`config.mk`:
```
export PLATFORM = sky130hd
export DESIGN_NAME = rr_mux_arbiter_flat
export DESIGN_NICKNAME = d
export VERILOG_FILES = /design/src/rtl/rr_mux_arbiter_if.sv /design/src/rtl/rr_mux_arbiter.sv /design/src/flat_wrapper.sv
export SDC_FILE = /design/constraint.sdc
export NUM_CORES = 1
export LEC_CHECK = 0
export CELL_PAD_IN_SITES_DETAIL_PLACEMENT = 0
export CELL_PAD_IN_SITES_GLOBAL_PLACEMENT = 2
export CORE_ASPECT_RATIO = 0.9
export CORE_MARGIN = 5
export CORE_UTILIZATION = 33
export CTS_BUF_LIST = sky130_fd_sc_hd__clkbuf_4
export CTS_CLUSTER_DIAMETER = 200
export DETAILED_ROUTE_END_ITERATION = 6
export DONT_BUFFER_PORTS = 1
export PLACE_DENSITY_LB_ADDON = 0.05
export SLEW_MARGIN = 10
export SYNTH_ARGS = -nofsm -noshare
export SYNTH_HDL_FRONTEND = slang
export SYNTH_SLANG_ARGS = --single-unit
```
`constraint.sdc`:
```
create_clock -name clk -period 1.75 [get_ports clk]
set_input_delay 0.175 -clock clk [delete_from_list [all_inputs] [get_ports clk]]
set_output_delay 0.175 -clock clk [all_outputs]
set_load 0.1 [all_outputs]
```
`src/rtl/rr_mux_arbiter_if.sv`:
```
// Purpose: bundles the request/data inputs, the mux select/grant outputs and
//          the valid/ready output port of rr_mux_arbiter.
// Ports (by modport):
//   slave  (arbiter side): in  req, in1..in4, out_ready
//                          out ack, c1, c2, gnt, out_valid, out, xfer_cnt
//   master (source/consumer side): the mirror of slave
interface rr_mux_arbiter_if #(
  parameter int WIDTH     = 2,
  parameter int CNT_WIDTH = 16
);
  logic [3:0]           req;
  logic [WIDTH-1:0]     in1;
  logic [WIDTH-1:0]     in2;
  logic [WIDTH-1:0]     in3;
  logic [WIDTH-1:0]     in4;
  logic [3:0]           ack;
  logic                 c1;
  logic                 c2;
  logic [3:0]           gnt;
  logic                 out_valid;
  logic                 out_ready;
  logic [WIDTH-1:0]     out;
  logic [CNT_WIDTH-1:0] xfer_cnt;

  modport slave (
    input  req, in1, in2, in3, in4, out_ready,
    output ack, c1, c2, gnt, out_valid, out, xfer_cnt
  );

  modport master (
    output req, in1, in2, in3, in4, out_ready,
    input  ack, c1, c2, gnt, out_valid, out, xfer_cnt
  );
endinterface

```
`src/rtl/rr_mux_arbiter.sv`:
```
// Purpose: round-robin arbiter over four WIDTH-bit sources feeding a 4:1 mux.
//          Registers the chosen word and the mux select {c1,c2}, presents the
//          word on a valid/ready port and counts accepted transfers.
// Ports:
//   clk  in  single clock, rising edge
//   rst  in  synchronous, active-high reset
//   bus  rr_mux_arbiter_if.slave: req/in1..in4/out_ready in,
//        ack (combinational), c1/c2/gnt/out_valid/out/xfer_cnt out (registered)
module rr_mux_arbiter #(
  parameter int WIDTH     = 2,
  parameter int CNT_WIDTH = 16
) (
  input  logic            clk,
  input  logic            rst,
  rr_mux_arbiter_if.slave bus
);

  logic [1:0]           ptr;
  logic [1:0]           idx;
  logic [1:0]           cand;
  logic                 found;
  logic                 load;
  logic                 xfer;
  logic [WIDTH-1:0]     sel_data;

  logic [1:0]           sel_q;
  logic [3:0]           gnt_q;
  logic                 valid_q;
  logic [WIDTH-1:0]     out_q;
  logic [CNT_WIDTH-1:0] cnt_q;

  // The output register can take a new word when it is empty or being drained.
  assign load = (!valid_q || bus.out_ready) && (|bus.req) && !rst;
  assign xfer = valid_q && bus.out_ready;

  // First set request at or after ptr, ascending modulo 4.
  always_comb begin
    idx   = ptr;
    cand  = '0;
    found = 1'b0;
    for (int k = 0; k < 4; k++) begin
      cand = ptr + 2'(k);
      if (!found && bus.req[cand]) begin
        idx   = cand;
        found = 1'b1;
      end
    end
  end

  always_comb begin
    sel_data = bus.in1;
    case (idx)
      2'd0:    sel_data = bus.in1;
      2'd1:    sel_data = bus.in2;
      2'd2:    sel_data = bus.in3;
      default: sel_data = bus.in4;
    endcase
  end

  always_ff @(posedge clk) begin
    if (rst) begin
      ptr     <= '0;
      sel_q   <= '0;
      gnt_q   <= '0;
      valid_q <= 1'b0;
      out_q   <= '0;
      cnt_q   <= '0;
    end else begin
      if (xfer) cnt_q <= cnt_q + 1'b1;
      if (load) begin
        out_q   <= sel_data;
        sel_q   <= idx;
        gnt_q   <= 4'b0001 << idx;
        valid_q <= 1'b1;
        ptr     <= idx + 2'd1;
      end else if (bus.out_ready) begin
        // Drained with nothing pending: select and data keep their last values.
        valid_q <= 1'b0;
      end
    end
  end

  assign bus.ack       = load ? (4'b0001 << idx) : 4'b0000;
  assign bus.c1        = sel_q[1];
  assign bus.c2        = sel_q[0];
  assign bus.gnt       = gnt_q;
  assign bus.out_valid = valid_q;
  assign bus.out       = out_q;
  assign bus.xfer_cnt  = cnt_q;

endmodule

```
`src/flat_wrapper.sv`:
```
// flat-port wrapper written by rule: the top's interface ports become plain ports
module rr_mux_arbiter_flat 
#(
  parameter int WIDTH     = 2,
  parameter int CNT_WIDTH = 16
)
  (clk, rst, bus_req, bus_in1, bus_in2, bus_in3, bus_in4, bus_out_ready, bus_ack, bus_c1, bus_c2, bus_gnt, bus_out_valid, bus_out, bus_xfer_cnt);
  rr_mux_arbiter_if #(.WIDTH(WIDTH), .CNT_WIDTH(CNT_WIDTH)) bus_i ();
  input  logic clk;
  input  logic rst;
  input wire logic [$bits(bus_i.req)-1:0] bus_req;
  input wire logic [$bits(bus_i.in1)-1:0] bus_in1;
  input wire logic [$bits(bus_i.in2)-1:0] bus_in2;
  input wire logic [$bits(bus_i.in3)-1:0] bus_in3;
  input wire logic [$bits(bus_i.in4)-1:0] bus_in4;
  input wire logic [$bits(bus_i.out_ready)-1:0] bus_out_ready;
  output wire logic [$bits(bus_i.ack)-1:0] bus_ack;
  output wire logic [$bits(bus_i.c1)-1:0] bus_c1;
  output wire logic [$bits(bus_i.c2)-1:0] bus_c2;
  output wire logic [$bits(bus_i.gnt)-1:0] bus_gnt;
  output wire logic [$bits(bus_i.out_valid)-1:0] bus_out_valid;
  output wire logic [$bits(bus_i.out)-1:0] bus_out;
  output wire logic [$bits(bus_i.xfer_cnt)-1:0] bus_xfer_cnt;
  assign bus_i.req = bus_req;
  assign bus_i.in1 = bus_in1;
  assign bus_i.in2 = bus_in2;
  assign bus_i.in3 = bus_in3;
  assign bus_i.in4 = bus_in4;
  assign bus_i.out_ready = bus_out_ready;
  assign bus_ack = bus_i.ack;
  assign bus_c1 = bus_i.c1;
  assign bus_c2 = bus_i.c2;
  assign bus_gnt = bus_i.gnt;
  assign bus_out_valid = bus_i.out_valid;
  assign bus_out = bus_i.out;
  assign bus_xfer_cnt = bus_i.xfer_cnt;
  rr_mux_arbiter #(.WIDTH(WIDTH), .CNT_WIDTH(CNT_WIDTH)) u_core (.clk(clk), .rst(rst), .bus(bus_i));
endmodule
```
==> metrics.md, run 1 <==
| Metric | Value |
|---|---|
| Core box area | 3780 um2 |
| Final WL | roughly 3700 um |
| TritonCTS clock tree | yes |
| Crit path from | u_core.ptr[0] |
| CP startpoint kind | flip-flop |
| Vias per Instance | 5.06 |
| R2R setup slack | -0.14 ns |
| Largest net degree at the start of global routing | 27 |
| Die Y-Extent | 69.9 um |
| Maxcap violations | 0 |
| Worst setup margin | -0.363 ns |
| Vias in the first global route | 1,295 |
| Worst Path Arrival | 1.94 ns |
| Worst-path cell chain | inv_2, a22o_1, a211o_4, inv_4, ha_4, nand2_4, clkinvlp_4, buf_12 |
| # DRC | 0 |
| Post-synth top flop | dfxtp_1 |
| Via Count | 1,274 |
| Initial cell density of the core | 0.348 |
| Worst skew pair latency | 0.33 ns |
| Antenna violations before repair | 0 |
| # setup viols final | 6 |
| Final core utilization | 0.528 |
| Syn. warnings | 0 |
| Failing checks | setup timing |
| Pwr/cell area | roughly 750 nW/um2 |
| Share of layout cells above drive strength 1 | 0.432 |
| Chip width | 76.5 um |
| Cell Rows | 21 |
| Max incr delay on CP | 0.39 ns |
| WP buf/inv | 4 |
| Clock Skews | 0.00986 ns |
| Reg-to-Reg Start | u_core.ptr[0] |
| EDFF count, synth | 0 |
| Root buffer cell | clkbuf_4 |
| Dpl cells | 239 |
| Minimum clock period | 2.11 ns |
| Syn_area_per_cell | 8.22 um2 |
| Delay-heaviest family, CP | compound AO/OA/AOI/OAI gates |
| Crit path max fanout | 5 |
| H-Tree Depth | 1 |
| Final Max Slew Viols | 0 |
| Sequential-to-total area share from yosys stat | 0.411 |
| Total grt overflow | 0 |
| Count of final hold-check violations | 0 |
| Non-filler instance count after layout | 252 |
| Synthesized net count | 180 |
| Crit path kind | reg2out |
| Measured slew at the worst slew-check pin | 0.992 ns |
| Period utilization | 1.21 |
| Worst path depth | 8 |
| Clock transition at path regs | 0.15 ns |
| IO Count | 44 |
| Area grow syn2layout | 52.0% |
| Hpwl dp | 2630 um |
| First DRT Iteration DRCs | between 80 and 90 |
| Worst rel slew slack | 0.337 |
| GRT Total Usage | 0.137 |
| Yosys reg bits | 27 |
| Outcome | finished with violations |
| TritonCTS buffer count | 3 |
| CP endpoint kind | output pin |
| Antenna diodes | 0 |
| Fmax | ~0.47 GHz |
| CP max-delay cell | a211o_4 |
| Nets@finish | 227 |
| Worst Path Required | 1.57 ns |
| Wirelength per Cell | 14.5 um |
| CTS Buffer Depth | 2 |
| First-pass GRT wire length | 6150 um |
| Clock sinks | 27 |
| Full die area | 5350 um2 |
| Worst min-delay path category | in2reg |
| Yosys cell types | 32 |
| Drt first pass iters | 4 |
| Mapped Area | approximately 1300 um2 |
| IR drop worst, VDD | about 350 uV |
| RSZ-0062 raised after global routing | true |
| PortBufs | 0 |
| Syn Inst Count | 160 |
| Routability cong. | between 0.7 and 0.8 |
| R2R depth | 12 |
| Antenna-violating nets left | 0 |
| Critical path endpoint | bus_ack[3] |
| Ys async rst share | 0 |
| Reg-to-Reg End | u_core.bus.out[1] |
| Leakage power | ~0.8 nW |
cell families after synthesis:
| logic type | Yosys count | synth area share |
|---|---|---|
| AOI/OAI and AO/OA | 31 | 0.148 |
| xor gates and xnor gates | 10 | 0.0666 |
| DFF | 27 | 0.411 |
| buffers and inverters | 14 | 0.0400 |
| and+or+nand+nor | 73 | 0.286 |
| adders and majority gates | 5 | 0.0476 |
synthesized netlist by cell type (all sizes together) (2+ instances only):
cell / number / area (um2)
or4: 2 / 15.0
nor2b: 2 / 12.5
o31ai: 2 / 15.0
a211oi: 2 / 15.0
xor2: 3 / 26.3
nand2: 21 / 78.8
nor3: 6 / 30.0
or3: 3 / 20.0
nand3b: 4 / 30.0
inv: 10 / 37.5
ha: 5 / 62.6
nand3: 7 / 35.0
clkbuf: 4 / 15.0
a222oi: 2 / 20.0
xnor2: 7 / 61.3
nand4: 5 / 46.3
a211o: 2 / 17.5
nor2: 15 / 56.3
o21ai: 6 / 30.0
a21oi: 12 / 60.1
dfxtp: 27 / 541
nor4: 4 / 25.0
nand2b: 2 / 12.5
final cells by class:
cell class | instances | area [um2]
fillers | 355 | 1790
repair buffers | 46 | 423
well taps | 46 | 57.6
clock buffers | 4 | 30.0
flip-flops and latches | 27 | 593
multi-input cells | 119 | 840
inverters | 10 | 55.1
what timing repair did:
action,CTS,global route
hold buffers,2,0
hold endpoints to repair,25,0
setup endpoints to repair,6,8
resized for setup,10,15
setup buffers,2,5
pin swaps,3,10
metal layers:
layer,share of wire,up-vias,wire length [um],global-route usage
li1,-,660,-,-
met1,0.46,581,1700,0.169
met2,0.47,31,1720,0.229
met3,0.061,2,223,0.0501
met4,0.0063,0,23,0.0291
met5,0,-,0,0
how the worst min path moves through the flow:
stage	start	end	slack, ns	depth (start not counted)
after global placement	rst	u_core.bus.xfer_cnt[6]	0.24	1
after floorplan	bus_out_ready	u_core.bus.xfer_cnt[1]	0.32	2
final	rst	u_core.sel_q[1]	0.02	2
after global routing	rst	u_core.sel_q[0]	0.006	2
after detailed placement	rst	u_core.bus.xfer_cnt[6]	0.24	1
after CTS	rst	u_core.sel_q[0]	0.006	2
placed cells by master, fill, tap and decap left out, types with 2 or more instances in the layout:
cell	Yosys	routed
nand4_1	4	4
xor2_1	3	3
a21oi_1	12	12
nand3_1	7	7
dfxtp_2	0	6
or3_1	2	2
clkbuf_4	0	4
a211oi_1	2	2
nor4_1	4	3
inv_1	10	3
nor2_1	15	15
buf_4	0	34
o21ai_1	0	2
a222oi_1	2	2
nand2_4	0	3
inv_2	0	2
xnor2_1	7	7
ha_4	0	4
o31ai_1	2	2
nand3b_1	4	4
o21ai_0	6	4
or4_1	2	2
buf_12	0	4
dfxtp_4	0	12
dfxtp_1	27	9
dlygate4sd3_1	0	2
nor3_1	6	4
nand2_1	21	17
clkinvlp_4	0	4
nand2b_1	2	2
nor2b_1	2	2
nor3_4	0	2
buf_6	0	6
sequential cells by signal, indices dropped and copies added, names as in the netlist:
register and cells:
u_core.bus.xfer_cnt 16, u_core.bus.gnt 4, u_core.bus.out 2, u_core.ptr 2, u_core.sel_q 2, u_core.bus.out_valid 1
stage by stage:
stage / power (mW) / area (um2) / setup TNS, ns / hold WS [ns] / worst slack, ns
2_1_floorplan: 1.01 / 1420 / -0.0897 / 0.325 / -0.0475
3_3_place_gp: 1.12 / 1790 / -0.0966 / 0.239 / -0.0521
3_5_place_dp: 1.12 / 1790 / -0.166 / 0.243 / -0.0698
4_1_cts: 1.46 / 1900 / -1.44 / 0.00648 / -0.346
5_1_grt: 1.56 / 2000 / -2.17 / 0.00560 / -0.438
6_report: 1.49 / 2000 / -1.65 / 0.0189 / -0.363
where the power goes:
part           internal [mW]  switching [mW]  leakage [nW]
Sequential             0.630          0.0180         0.232
Combinational          0.183           0.367         0.531
Clock                  0.105           0.187        0.0184
Power figures use the tool's default switching activity.
==> run 2: changes to the inputs <==
--- a/config.mk
+++ b/config.mk
@@ -5,15 +5,15 @@
 export SDC_FILE = /design/constraint.sdc
 export NUM_CORES = 1
 export LEC_CHECK = 0
+export BUFFER_PORTS_ARGS = -buffer_cell sky130_fd_sc_hd__buf_2
 export CELL_PAD_IN_SITES_DETAIL_PLACEMENT = 0
 export CELL_PAD_IN_SITES_GLOBAL_PLACEMENT = 2
 export CORE_ASPECT_RATIO = 0.9
 export CORE_MARGIN = 5
-export CORE_UTILIZATION = 33
+export CORE_UTILIZATION = 26
 export CTS_BUF_LIST = sky130_fd_sc_hd__clkbuf_4
 export CTS_CLUSTER_DIAMETER = 200
 export DETAILED_ROUTE_END_ITERATION = 6
-export DONT_BUFFER_PORTS = 1
 export PLACE_DENSITY_LB_ADDON = 0.05
 export SLEW_MARGIN = 10
 export SYNTH_ARGS = -nofsm -noshare
==> metrics.md, run 2 (synthesis gave the netlist of run 1 again) <==
| Metric | Value |
|---|---|
| Clock transition at path regs | 0.15 ns (about the same) |
| Nets@finish | 245 (was 227) |
| Minimum clock period | 2.06 ns (was 2.11 ns) |
| Worst setup margin | -0.309 ns (was -0.363 ns) |
| Metal2 WL | 1780 um (was 1720 um) |
| CTS Buffer Depth | 2 (unchanged) |
| Root buffer cell | clkbuf_4 (unchanged) |
| Reg-to-Reg Start | u_core.ptr[0] (unchanged) |
| Routability cong. | 0.716 (was 0.710) |
| R2R depth | 9 (was 12) |
| Fillers | 541 (was 355) |
| IO Count | 44 (unchanged) |
| Initial cell density of the core | 0.270 (was 0.348) |
| R2R setup slack | -0.19 ns (was -0.14 ns) |
| Reg-to-Reg End | u_core.bus.out[0] (was u_core.bus.out[1]) |
| Period utilization | 1.18 (was 1.21) |
| Antenna-violating nets left | 0 (unchanged) |
| Total grt overflow | 0 (unchanged) |
| Max FFs per register | 16 (unchanged) |
| Clock Skews | 0.00762 ns (was 0.00986 ns) |
| Max incr delay on CP | 0.38 ns (was 0.39 ns) |
| Worst skew pair latency | 0.33 ns (about the same) |
| Full die area | 6580 um2 (was 5350 um2) |
| Most common cell after layout, fill and taps aside | buf_2 (was buf_4) |
| PortBufs | 43 (was 0) |
| CP max-delay cell | a211o_4 (unchanged) |
| TritonCTS clock tree | yes (unchanged) |
| Cell Rows | 24 (was 21) |
| IR drop worst, VDD | 390 uV (was 352 uV) |
| # DRC | 0 (unchanged) |
| Vias per Instance | 4.75 (was 5.06) |
| Leakage power | 0.847 nW (was 0.781 nW) |
| Chip width | 85.0 um (was 76.5 um) |
| Largest net degree at the start of global routing | 16 (was 27) |
| Outcome | finished with violations (unchanged) |
| Hold buffer count at cts | 0 (was 2) |
| Die Y-Extent | 77.5 um (was 69.9 um) |
| Pwr/cell area | 751 nW/um2 (was 745 nW/um2) |
| Failing checks | setup timing (unchanged) |
| Placed inst area | 1850 um2 (was 1790 um2) |
| Dpl cells | 277 (was 239) |
| Most frequent cells in the layout | buf_2, buf_4, nand2_1 (was buf_4, nand2_1, nor2_1) |
| CP startpoint kind | flip-flop (unchanged) |
| Worst min-delay path category | in2reg (unchanged) |
| Power after layout | 1.52 mW (was 1.49 mW) |
| Hold Path Sink | u_core.bus.out[0] (was u_core.sel_q[1]) |
| Worst Path Required | 1.57 ns (about the same) |
| Top Layer Used | met4 (unchanged) |
| Hpwl dp | 2840 um (was 2630 um) |
| Wirelength per Cell | 13.2 um (was 14.5 um) |
| Clock sinks | 27 (unchanged) |
| First-pass GRT wire length | 6360 um (was 6150 um) |
| Antenna violations before repair | 0 (unchanged) |
| GRT Total Usage | 0.117 (was 0.137) |
| First DRT Iteration DRCs | 75 (was 83) |
| RSZ-0062 raised after global routing | true (unchanged) |
| Post-route cell area | 2020 um2 (was 2000 um2) |
| Hold_sp | bus_in4[0] (was rst) |
| Worst rel slew slack | 0.675 (was 0.337) |
| Drt first pass iters | 5 (was 4) |
| Final WL | 3830 um (was 3660 um) |
| Count of final hold-check violations | 0 (unchanged) |
| Measured slew at the worst slew-check pin | 0.491 ns (was 0.992 ns) |
| Worst-path cell chain | inv_2, a22o_1, a211o_4, inv_4, ha_4, nand2_4, clkinvlp_4, buf_12 (unchanged) |
| Vias in the first global route | 1,337 (was 1,295) |
| Crit path max fanout | 5 (unchanged) |
| Antenna diodes | 0 (unchanged) |
| # setup viols final | 6 (unchanged) |
| Final setup TNS | -1.57 ns (was -1.65 ns) |
| Maxcap violations | 0 (unchanged) |
| Fmax | 0.486 GHz (was 0.473 GHz) |
| Met3 routed WL | 194 um (was 223 um) |
| Final Max Slew Viols | 0 (unchanged) |
| Crit path kind | reg2out (unchanged) |
| H-Tree Depth | 1 (unchanged) |
| Area grow syn2layout | 53.8% (was 52.0%) |
| Worst Path Arrival | 1.88 ns (was 1.94 ns) |
| Core box area | 4860 um2 (was 3780 um2) |
| Share of layout cells above drive strength 1 | 0.482 (was 0.432) |
| Met1 Wirelength | 1830 um (was 1700 um) |
| Via Count | 1,372 (was 1,274) |
| Non-filler instance count after layout | 289 (was 252) |
| CP endpoint kind | output pin (unchanged) |
| Hold Path Cell Cnt | 5 (was 2) |
| TritonCTS buffer count | 3 (unchanged) |
run 2: what timing repair did:
item,4_1_cts,5_1_grt
setup buffers,5,3
gates resized for setup,17,1
cloned,0,0
setup endpoints to repair,6,6
pin swaps,11,5
run 2: worst max-delay path: cells and delay by family (launching register included):
| kind | cells | cell delay, ns |
|---|---|---|
| AOI/OAI and AO/OA | 2 | 0.59 |
| adders and majority gates | 1 | 0.14 |
| buffers and inverters | 4 | 0.38 |
| DFF | 1 | 0.37 |
| and+or+nand+nor | 1 | 0.05 |
run 2: how the worst max path moves through the flow:
stage	depth (start not counted)	end	slack, ns	from
finish	8	bus_ack[3]	-0.31	u_core.ptr[0]
global route	8	bus_ack[1]	-0.38	u_core.ptr[0]
CTS	8	bus_ack[3]	-0.32	u_core.ptr[0]
detailed placement	8	u_core.bus.out[0]	-0.11	u_core.ptr[0]
global placement	8	u_core.bus.out[1]	-0.08	u_core.ptr[0]
floorplan	6	bus_ack[0]	-0.05	u_core.ptr[0]
run 2: final cells by class:
class,count,area [um2],share of cell area
Sequential cell,27,591,0.292
Clock buffer,4,30.0,0.0149
Timing Repair Buffer,64,444,0.220
Tap cell,65,81.3,0.0402
Multi-Input combinational cell,119,821,0.406
Inverter,10,55.1,0.0272
run 2: per-stage QoR:
step                hold WS (ns)  setup slack, ns   util
CTS                        0.138           -0.323  0.410
global placement           0.440          -0.0791  0.381
detailed placement         0.448           -0.115  0.381
global route               0.155           -0.379  0.416
floorplan                  0.325          -0.0475      -
finish                     0.151           -0.309  0.416
run 2: metal layers:
layer / track usage / vias up
met5: 0 / -
met2: 0.198 / 33
met3: 0.0371 / 4
met4: 0.0190 / 0
li1: - / 689
met1: 0.149 / 646
run 2: where the power goes:
part           internal (mW)  switching, mW
registers              0.630         0.0221
logic                  0.191          0.377
clock network          0.105          0.192
==> run 3: changes to the inputs <==
--- a/config.mk
+++ b/config.mk
@@ -15,6 +15,7 @@
 export CTS_CLUSTER_DIAMETER = 200
 export DETAILED_ROUTE_END_ITERATION = 6
 export PLACE_DENSITY_LB_ADDON = 0.05
+export SETUP_SLACK_MARGIN = 0.4
 export SLEW_MARGIN = 10
 export SYNTH_ARGS = -nofsm -noshare
 export SYNTH_HDL_FRONTEND = slang
==> metrics.md, run 3 (synthesis gave the netlist of run 1 again) <==
| Metric | Value |
|---|---|
| Wirelength per Cell | 12.8 um (was 13.2 um) |
| Crit path kind | reg2out (unchanged) |
| Measured slew at the worst slew-check pin | 0.489 ns (was 0.491 ns) |
| Final setup TNS | -1.43 ns (was -1.57 ns) |
| Period utilization | 1.19 (was 1.18) |
| Nets@finish | 243 (was 245) |
| Count of final hold-check violations | 0 (unchanged) |
| Clock transition at path regs | 0.15 ns (about the same) |
| Via Count | 1,341 (was 1,372) |
| Routability cong. | 0.756 (was 0.716) |
| Cell Rows | 24 (unchanged) |
| Crit path max fanout | 4 (was 5) |
| # setup viols final | 6 (unchanged) |
| TritonCTS clock tree | yes (unchanged) |
| Worst Path Arrival | 1.91 ns (was 1.88 ns) |
| Max incr delay on CP | 0.38 ns (about the same) |
| Leakage power | 0.847 nW (about the same) |
| Critical path endpoint | bus_ack[2] (was bus_ack[3]) |
| First-pass GRT wire length | 5980 um (was 6360 um) |
| Final WL | 3670 um (was 3830 um) |
| # DRC | 0 (unchanged) |
| Antenna-violating nets left | 0 (unchanged) |
| Area grow syn2layout | 63.9% (was 53.8%) |
| Worst skew pair latency | 0.32 ns (was 0.33 ns) |
| First DRT Iteration DRCs | 47 (was 75) |
| CP max-delay cell | a211o_4 (unchanged) |
| R2R depth | 8 (was 9) |
| Worst setup margin | -0.331 ns (was -0.309 ns) |
| R2R setup slack | -0.10 ns (was -0.19 ns) |
| WHS | 0.150 ns (was 0.151 ns) |
| Clock sinks | 27 (unchanged) |
| IR drop worst, VDD | 476 uV (was 390 uV) |
| Core box area | 4860 um2 (unchanged) |
| Worst min-delay path category | in2reg (unchanged) |
| Antenna diodes | 0 (unchanged) |
| CP endpoint kind | output pin (unchanged) |
| RSZ-0062 raised after global routing | true (unchanged) |
| Share of layout cells above drive strength 1 | 0.550 (was 0.482) |
| Hpwl dp | 2750 um (was 2840 um) |
| Reg-to-Reg End | u_core.bus.out[0] (unchanged) |
| Post-route cell area | 2160 um2 (was 2020 um2) |
| Minimum clock period | 2.08 ns (was 2.06 ns) |
| Final core utilization | 0.443 (was 0.416) |
| Final Max Slew Viols | 0 (unchanged) |
| H-Tree Depth | 1 (unchanged) |
| Initial cell density of the core | 0.270 (unchanged) |
| PortBufs | 43 (unchanged) |
| Crit path from | u_core.ptr[0] (unchanged) |
| Full die area | 6580 um2 (unchanged) |
| Placed inst area | 1910 um2 (was 1850 um2) |
| Vias in the first global route | 1,243 (was 1,337) |
| IO Count | 44 (unchanged) |
| Chip width | 85.0 um (unchanged) |
| Failing checks | setup timing (unchanged) |
| Root buffer cell | clkbuf_4 (unchanged) |
| Outcome | finished with violations (unchanged) |
| Total grt overflow | 0 (unchanged) |
| Worst Path Required | 1.57 ns (about the same) |
| Reg-to-Reg Start | u_core.ptr[0] (unchanged) |
| GRT Total Usage | 0.110 (was 0.117) |
| Most frequent cells in the layout | buf_4, buf_2, nand2_1 (was buf_2, buf_4, nand2_1) |
| CTS Buffer Depth | 2 (unchanged) |
| Pwr/cell area | 695 nW/um2 (was 751 nW/um2) |
| Clock Skews | 0.00182 ns (was 0.00762 ns) |
| TritonCTS buffer count | 3 (unchanged) |
| Max FFs per register | 16 (unchanged) |
| Vias per Instance | 4.67 (was 4.75) |
| Worst-path cell chain | inv_2, a22o_1, a211o_4, ha_2, nand2_2, clkinvlp_4, buf_12 (was inv_2, a22o_1, a211o_4, inv_4, ha_4, nand2_4, clkinvlp_4, buf_12) |
| CP startpoint kind | flip-flop (unchanged) |
| Antenna violations before repair | 0 (unchanged) |
| Worst rel slew slack | 0.676 (was 0.675) |
| Drt first pass iters | 4 (was 5) |
| Non-filler instance count after layout | 287 (was 289) |
| Maxcap violations | 0 (unchanged) |
| Dpl cells | 273 (was 277) |
| Most common cell after layout, fill and taps aside | buf_4 (was buf_2) |
| Post-Place Setup Slack | -0.0521 ns (was -0.115 ns) |
| Power after layout | 1.50 mW (was 1.52 mW) |
| Fmax | 0.481 GHz (was 0.486 GHz) |
| Largest net degree at the start of global routing | 18 (was 16) |
| Hold buffer count at cts | 0 (unchanged) |
| Die Y-Extent | 77.5 um (unchanged) |
[run 3: cell count changes in the layout (fill, tap and decap cells not counted), sizes merged]
cell,delta
buf,-12
clkbuf,+10
[run 3: worst min-delay path by stage]
stage / startpoint / to / slack [ns] / cells after the start
after global routing: bus_in4[0] / u_core.bus.out[0] / 0.12 / 5
final: bus_in4[0] / u_core.bus.out[0] / 0.15 / 5
after floorplan: bus_out_ready / u_core.bus.xfer_cnt[1] / 0.32 / 2
after global placement: u_core.bus.gnt[1] / u_core.bus.gnt[1] / 0.44 / 2
after CTS: bus_in4[0] / u_core.bus.out[0] / 0.13 / 5
after detailed placement: u_core.bus.gnt[1] / u_core.bus.gnt[1] / 0.45 / 2
[run 3: cell type report]
class,instances,area [um2]
clock buffers,4,30.0
fillers,515,2710
inverters,10,55.1
multi-input cells,119,906
flip-flops and latches,27,598
well taps,65,81.3
repair buffers,62,485
[run 3: per-layer routing]
metal  track usage  up-vias  wire length, um
met4        0.0190        0               21
met3        0.0360        2              178
met5             0        -                0
met2         0.164       28             1590
met1         0.156      624             1880
li1              -      687                -
[run 3: what timing repair did]
action,4_1_cts,5_1_grt
gates cloned,0,0
gates resized for setup,21,20
pin swaps,8,8
buffers inserted,7,3
endpoints found under the setup margin,33,28
[run 3: critical path: cells and delay by family, from the launching register on]
kind / cells / cell delay, ns
fa+ha+maj: 1 / 0.21
flops: 1 / 0.37
simple gates: 1 / 0.09
compound gates: 2 / 0.59
buf+inv: 3 / 0.31
[run 3: power by group]
part | total, mW | switching [mW] | internal [mW]
logic | 0.549 | 0.368 | 0.181
clock network | 0.298 | 0.193 | 0.105
registers | 0.650 | 0.0246 | 0.626
total | 1.50 | 0.586 | 0.912
